`src/rtl/pll_clk_sequencer.sv`:
```
// rtl/pll_clk_sequencer.sv - PLL power-up and lock supervisor
// Sequences PLL reset/power-down, qualifies lock with timeout and retry, then releases the counters.
module pll_clk_sequencer #(
  parameter int RST_CYCLES   = 16,
  parameter int LOCK_TIMEOUT = 100000,
  parameter int LOCK_STABLE  = 256,
  parameter int RETRY_MAX    = 3
) (
  input  logic       clk,
  input  logic       rst,
  input  logic       pwrdwn_req_i,
  input  logic       locked_i,
  output logic       pll_rst_o,
  output logic       pll_pwrdwn_o,
  output logic       cnt_rst_o,
  output logic       cnt_en_o,
  output logic       ready_o,
  output logic [2:0] state_o,
  output logic [7:0] lock_loss_cnt_o
);

  localparam int MAX_AB  = (RST_CYCLES > LOCK_TIMEOUT) ? RST_CYCLES : LOCK_TIMEOUT;
  localparam int MAX_CNT = (MAX_AB > LOCK_STABLE) ? MAX_AB : LOCK_STABLE;
  localparam int TW      = (MAX_CNT > 1) ? $clog2(MAX_CNT) : 1;
  localparam int RW      = $clog2(RETRY_MAX + 1);

  typedef enum logic [2:0] {
    S_PWRDN     = 3'd0,
    S_RESET     = 3'd1,
    S_WAIT_LOCK = 3'd2,
    S_STABLE    = 3'd3,
    S_RUN       = 3'd4,
    S_FAULT     = 3'd5
  } state_t;

  state_t          r_state;
  state_t          w_next;
  logic [TW-1:0]   r_timer;
  logic [RW-1:0]   r_retry;
  logic [RW-1:0]   w_retry_next;
  logic [RW-1:0]   w_retry_inc;
  logic            r_lock_meta;
  logic            r_lock_s;
  logic [7:0]      r_loss_cnt;
  logic            w_loss_inc;
  logic            r_pll_rst;
  logic            r_pll_pwrdwn;
  logic            r_cnt_rst;
  logic            r_cnt_en;
  logic            r_ready;
  logic            w_rst_done;
  logic            w_timeout;
  logic            w_stable_done;

  assign w_rst_done    = (r_timer == TW'(RST_CYCLES - 1));
  assign w_timeout     = (r_timer == TW'(LOCK_TIMEOUT - 1));
  assign w_stable_done = (r_timer == TW'(LOCK_STABLE - 1));
  assign w_retry_inc   = r_retry + RW'(1);

  // Priority: power-down request, then lock status, then timer expiry.
  always_comb begin
    w_next       = r_state;
    w_retry_next = r_retry;
    w_loss_inc   = 1'b0;
    if (pwrdwn_req_i) begin
      w_next = S_PWRDN;
    end else begin
      case (r_state)
        S_PWRDN: begin
          w_next       = S_RESET;
          w_retry_next = '0;
        end
        S_RESET: begin
          if (w_rst_done) w_next = S_WAIT_LOCK;
        end
        S_WAIT_LOCK: begin
          if (r_lock_s) begin
            w_next = S_STABLE;
          end else if (w_timeout) begin
            w_retry_next = w_retry_inc;
            w_next       = (w_retry_inc == RW'(RETRY_MAX)) ? S_FAULT : S_RESET;
          end
        end
        S_STABLE: begin
          if (!r_lock_s) begin
            w_next = S_WAIT_LOCK;
          end else if (w_stable_done) begin
            w_next       = S_RUN;
            w_retry_next = '0;
          end
        end
        S_RUN: begin
          if (!r_lock_s) begin
            w_next     = S_RESET;
            w_loss_inc = 1'b1;
          end
        end
        S_FAULT: w_next = S_FAULT;
        default: w_next = S_RESET;
      endcase
    end
  end

  // Outputs are decoded from the next state so they switch on the same edge as state_o.
  always_ff @(posedge clk or posedge rst) begin
    if (rst) begin
      r_state      <= S_RESET;
      r_timer      <= '0;
      r_retry      <= '0;
      r_lock_meta  <= 1'b0;
      r_lock_s     <= 1'b0;
      r_loss_cnt   <= 8'd0;
      r_pll_rst    <= 1'b1;
      r_pll_pwrdwn <= 1'b0;
      r_cnt_rst    <= 1'b1;
      r_cnt_en     <= 1'b0;
      r_ready      <= 1'b0;
    end else begin
      r_lock_meta <= locked_i;
      r_lock_s    <= r_lock_meta;
      r_state     <= w_next;
      r_retry     <= w_retry_next;
      if (w_next != r_state) begin
        r_timer <= '0;
      end else if (r_state inside {S_RESET, S_WAIT_LOCK, S_STABLE}) begin
        r_timer <= r_timer + TW'(1);
      end
      if (w_loss_inc && (r_loss_cnt != 8'hFF)) begin
        r_loss_cnt <= r_loss_cnt + 8'd1;
      end
      r_pll_rst    <= (w_next == S_PWRDN) || (w_next == S_RESET) || (w_next == S_FAULT);
      r_pll_pwrdwn <= (w_next == S_PWRDN);
      r_cnt_rst    <= (w_next != S_RUN);
      r_cnt_en     <= (w_next == S_RUN);
      r_ready      <= (w_next == S_RUN);
    end
  end

  assign pll_rst_o       = r_pll_rst;
  assign pll_pwrdwn_o    = r_pll_pwrdwn;
  assign cnt_rst_o       = r_cnt_rst;
  assign cnt_en_o        = r_cnt_en;
  assign ready_o         = r_ready;
  assign state_o         = r_state;
  assign lock_loss_cnt_o = r_loss_cnt;

endmodule

```
`config.mk`:
```
export PLATFORM = sky130hd
export DESIGN_NAME = pll_clk_sequencer
export DESIGN_NICKNAME = d
export VERILOG_FILES = /design/src/rtl/pll_clk_sequencer.sv
export SDC_FILE = /design/constraint.sdc
export NUM_CORES = 1
export LEC_CHECK = 0
export ABC_AREA = 0
export BUFFER_PORTS_ARGS = -buffer_cell sky130_fd_sc_hd__buf_2
export CAP_MARGIN = 20
export CORE_MARGIN = 10
export CORE_UTILIZATION = 34
export DETAILED_ROUTE_END_ITERATION = 8
export MAX_ROUTING_LAYER = met4
export PLACE_DENSITY = 0.6
export SLEW_MARGIN = 10
export SYNTH_ARGS = -nofsm -noshare
export SYNTH_HDL_FRONTEND = slang
export SYNTH_SLANG_ARGS = --single-unit
```
`constraint.sdc`:
```
create_clock -name clk -period 2.55 [get_ports clk]
set_input_delay 0.51 -clock clk [delete_from_list [all_inputs] [get_ports clk]]
set_output_delay 0.51 -clock clk [all_outputs]
set_load 0.01 [all_outputs]
```
==> out/results.ini <==
[timing]
grt_setup_unrepaired = true
worst_slew_pin_slew_ps = 1250
slew_headroom_pct = 16.9
period_needed_ps = 2550
period_share_pct = 99.8
fin_skew_ps = 11.2
fmax_mhz = 393
setup_viol = 0
drv_slew = 0
hold_violations = 0
hold_slack_ps = 301

[synth]
synth_area_sq_um = 1960
synth_ff_type = dfrtp_1
syn-num-nets = 206
syn_inst = 199
ys_seq_area_share_pct = 46.1
syn_area_per_cell_sq_um = 9.85
synth_cell_type_count = 43
synth_warnings = 0
synth_edf_count = 0
synth_seq_cells = 36
synthArstFlopShare_pct = 100

[route]
routed_via_density = 5.26
drt_iter0_drc = 189
dr_total_vias = 1584
wirelength_mm = 4.59
drcViolationCount = 0
drt.antenna.violating_nets = 0
avgRoutedWirePerCell_microns = 15.2
drt-pass1-iter-count = 4

[cts]
clkTransAtPathRegs_ps = 80
insertion_delay_ps = 300
cts_made_buffers = 5
clock_path_buffers = 2
cts_root_buf = clkbuf_8
cts_sinks = 36
htree_levels = 2
cts_tree = yes
holdBufCountCts = 0

[global_routing]
grt_pass1_vias = 1560
antenna_found_initial = 0
grt_use_total_pct = 10.7
grt.overflow.total = 0
grt_pass1_wl_mm = 7.66
grt_max_degree = 37

[floorplan]
core-area_sq_um = 5540
fp.dieW_microns = 95.9
rows = 27
die-height_microns = 95.9
io_pins = 20
initial_utilization_pct = 35.4
die-area_sq_um = 9200

[worst_setup_path]
critical_path_buf_inv_count = 1
slowest_stage = or4_4
path_delay_family = simple AND/OR/NAND/NOR gates
r2r_slack_ps = 5
worstPathCellList = or4_4 -> or3_4 -> o31a_1 -> a31oi_4 -> xor2_4 -> buf_6 -> nor4_2
critPathMaxFanout = 7
cp-end-kind = flop
start_kind = flop
critPathRequiredTime_ps = 2740
cp_slowest_stage_delay_ps = 540
arrival_ps = 2730
critical_path_class = flop to flop

[power_and_ir_drop]
leakage_nw = 1.00
total_power_mw = 1.28
p_per_area_nw_per_um2 = 522
ir_worst_vdd_mv = 0.387

[status]
status = complete, no violations

[place]
gp_congestion = 0.902
io_buffers = 19
dpl.hpwl_mm = 3.05
placed_area_sq_um = 2150

[final_layout]
fin_area_sq_um = 2450
antenna_cells = 0
nFillCells = 542
syn_to_final_growth_pct = 25.0
final_core_util_pct = 44.2
drive_gt1_share_pct = 27.9
nNetsFinal = 235

[job]
maxCapViolCount = 0

[worst_hold_path]
hp-class = primary input to async pin

sequential cells by signal, indices dropped and copies added, names as in the netlist:
register         count
r_retry              2
r_lock_meta          1
state_o              3
cnt_rst_o            1
ready_o              1
lock_loss_cnt_o      8
r_timer             17
pll_pwrdwn_o         1
pll_rst_o            1
r_lock_s             1
layer usage:
metal	vias to the layer above	global-route usage [%]	routed length (microns)
met3	5	2.26	141
met4	0	4.05	74
met2	34	16.4	2310
li1	763	-	-
met5	-	-	0
met1	782	13.5	2060
per-stage QoR:
stage,setup WS [ps],instances,setup TNS [ps]
final,4.66,301,0
after global routing,-64.1,301,-772
after CTS,39.8,298,0
after detailed placement,17.7,288,0
after global placement,81.2,288,0
after floorplan,166,199,0
layout make-up:
type                            instances  area [sq um]  area share [%]
Tap cell                               72          90.1            3.68
Clock inverter                          3          42.5            1.74
Multi-Input combinational cell        143          1090            44.5
Sequential cell                        36           905            36.9
Clock buffer                            5          68.8            2.81
Inverter                               10          37.5            1.53
Timing Repair Buffer                   32           216            8.83
worst min-delay path: stages:
cell and delay [ps]:
buf_2 90, inv_1 40, buf_4 390
synthesized netlist by cell type, types with 2 or more instances:
library cell / number / share of area [%]
o31a_1: 3 / 1.3
nor4_1: 21 / 6.7
inv_1: 10 / 1.9
nand3_1: 12 / 3.1
a21oi_1: 4 / 1.0
o21bai_1: 2 / 0.77
xor2_1: 9 / 4.0
dfrtp_1: 33 / 42
and3_1: 3 / 0.96
clkbuf_1: 2 / 0.38
buf_4: 5 / 1.9
nor3_1: 4 / 1.0
nor2b_1: 4 / 1.3
ha_1: 3 / 1.9
dfstp_2: 3 / 4.0
and4_1: 2 / 0.89
o21ai_0: 4 / 1.0
nand4_1: 6 / 1.9
xnor2_1: 15 / 6.7
nor2_1: 15 / 2.9
nand2_1: 17 / 3.3
cell usage in the layout, fill, tap and decap left out, types with 2 or more instances in the layout:
cell / instances
a21oi_1: 4
and3_1: 3
and4_1: 2
buf_2: 19
buf_4: 10
clkbuf_8: 5
dfrtp_1: 33
dfstp_2: 3
ha_1: 3
inv_1: 10
nand2_1: 17
nand3_1: 12
nand4_1: 6
nor2_1: 15
nor2b_1: 4
nor3_1: 4
nor4_1: 8
nor4_2: 7
nor4_4: 6
o21ai_0: 4
o21bai_1: 2
o31a_1: 3
xnor2_1: 15
xor2_1: 9
timing repair:
item	4_1_cts	5_1_grt
buffers inserted	2	3
pin swaps	1	3
endpoints found under the setup margin	1	17
gates resized for setup	0	24
cells by family after synthesis:
| kind of cell | share of synthesized area [%] |
|---|---|
| AO/OA/AOI/OAI | 7.28 |
| XOR/XNOR | 12.1 |
| adder cells (fa/ha/maj) | 1.91 |
| buffers and inverters | 5.49 |
| flip-flops | 46.1 |
| multiplexers | 1.08 |
| AND/OR/NAND/NOR | 26.0 |
power breakdown:
| group | leakage [nW] | switching (mW) | internal (mW) |
|---|---|---|---|
| sequential | 0.483 | 0.0220 | 0.593 |
| combinational | 0.464 | 0.0954 | 0.0587 |
| clock | 0.0541 | 0.222 | 0.289 |
| total | 1.00 | 0.339 | 0.941 |
worst paths after layout:
check | start | end | cells past startpoint
min | rst | lock_loss_cnt_o[4]$_DFFE_PP0P_ | 3
min in group clk | locked_i | r_lock_meta$_DFF_PP0_ | 1
min reg2reg | r_lock_meta$_DFF_PP0_ | r_lock_s$_DFF_PP0_ | 0
max reg2reg | r_timer[9]$_DFFE_PP0P_ | r_timer[9]$_DFFE_PP0P_ | 7
max in group asynchronous | rst | pll_rst_o$_DFF_PP1_ | 3
max | r_timer[9]$_DFFE_PP0P_ | r_timer[9]$_DFFE_PP0P_ | 7
No activity file was read; power rests on OpenSTA's default activity.
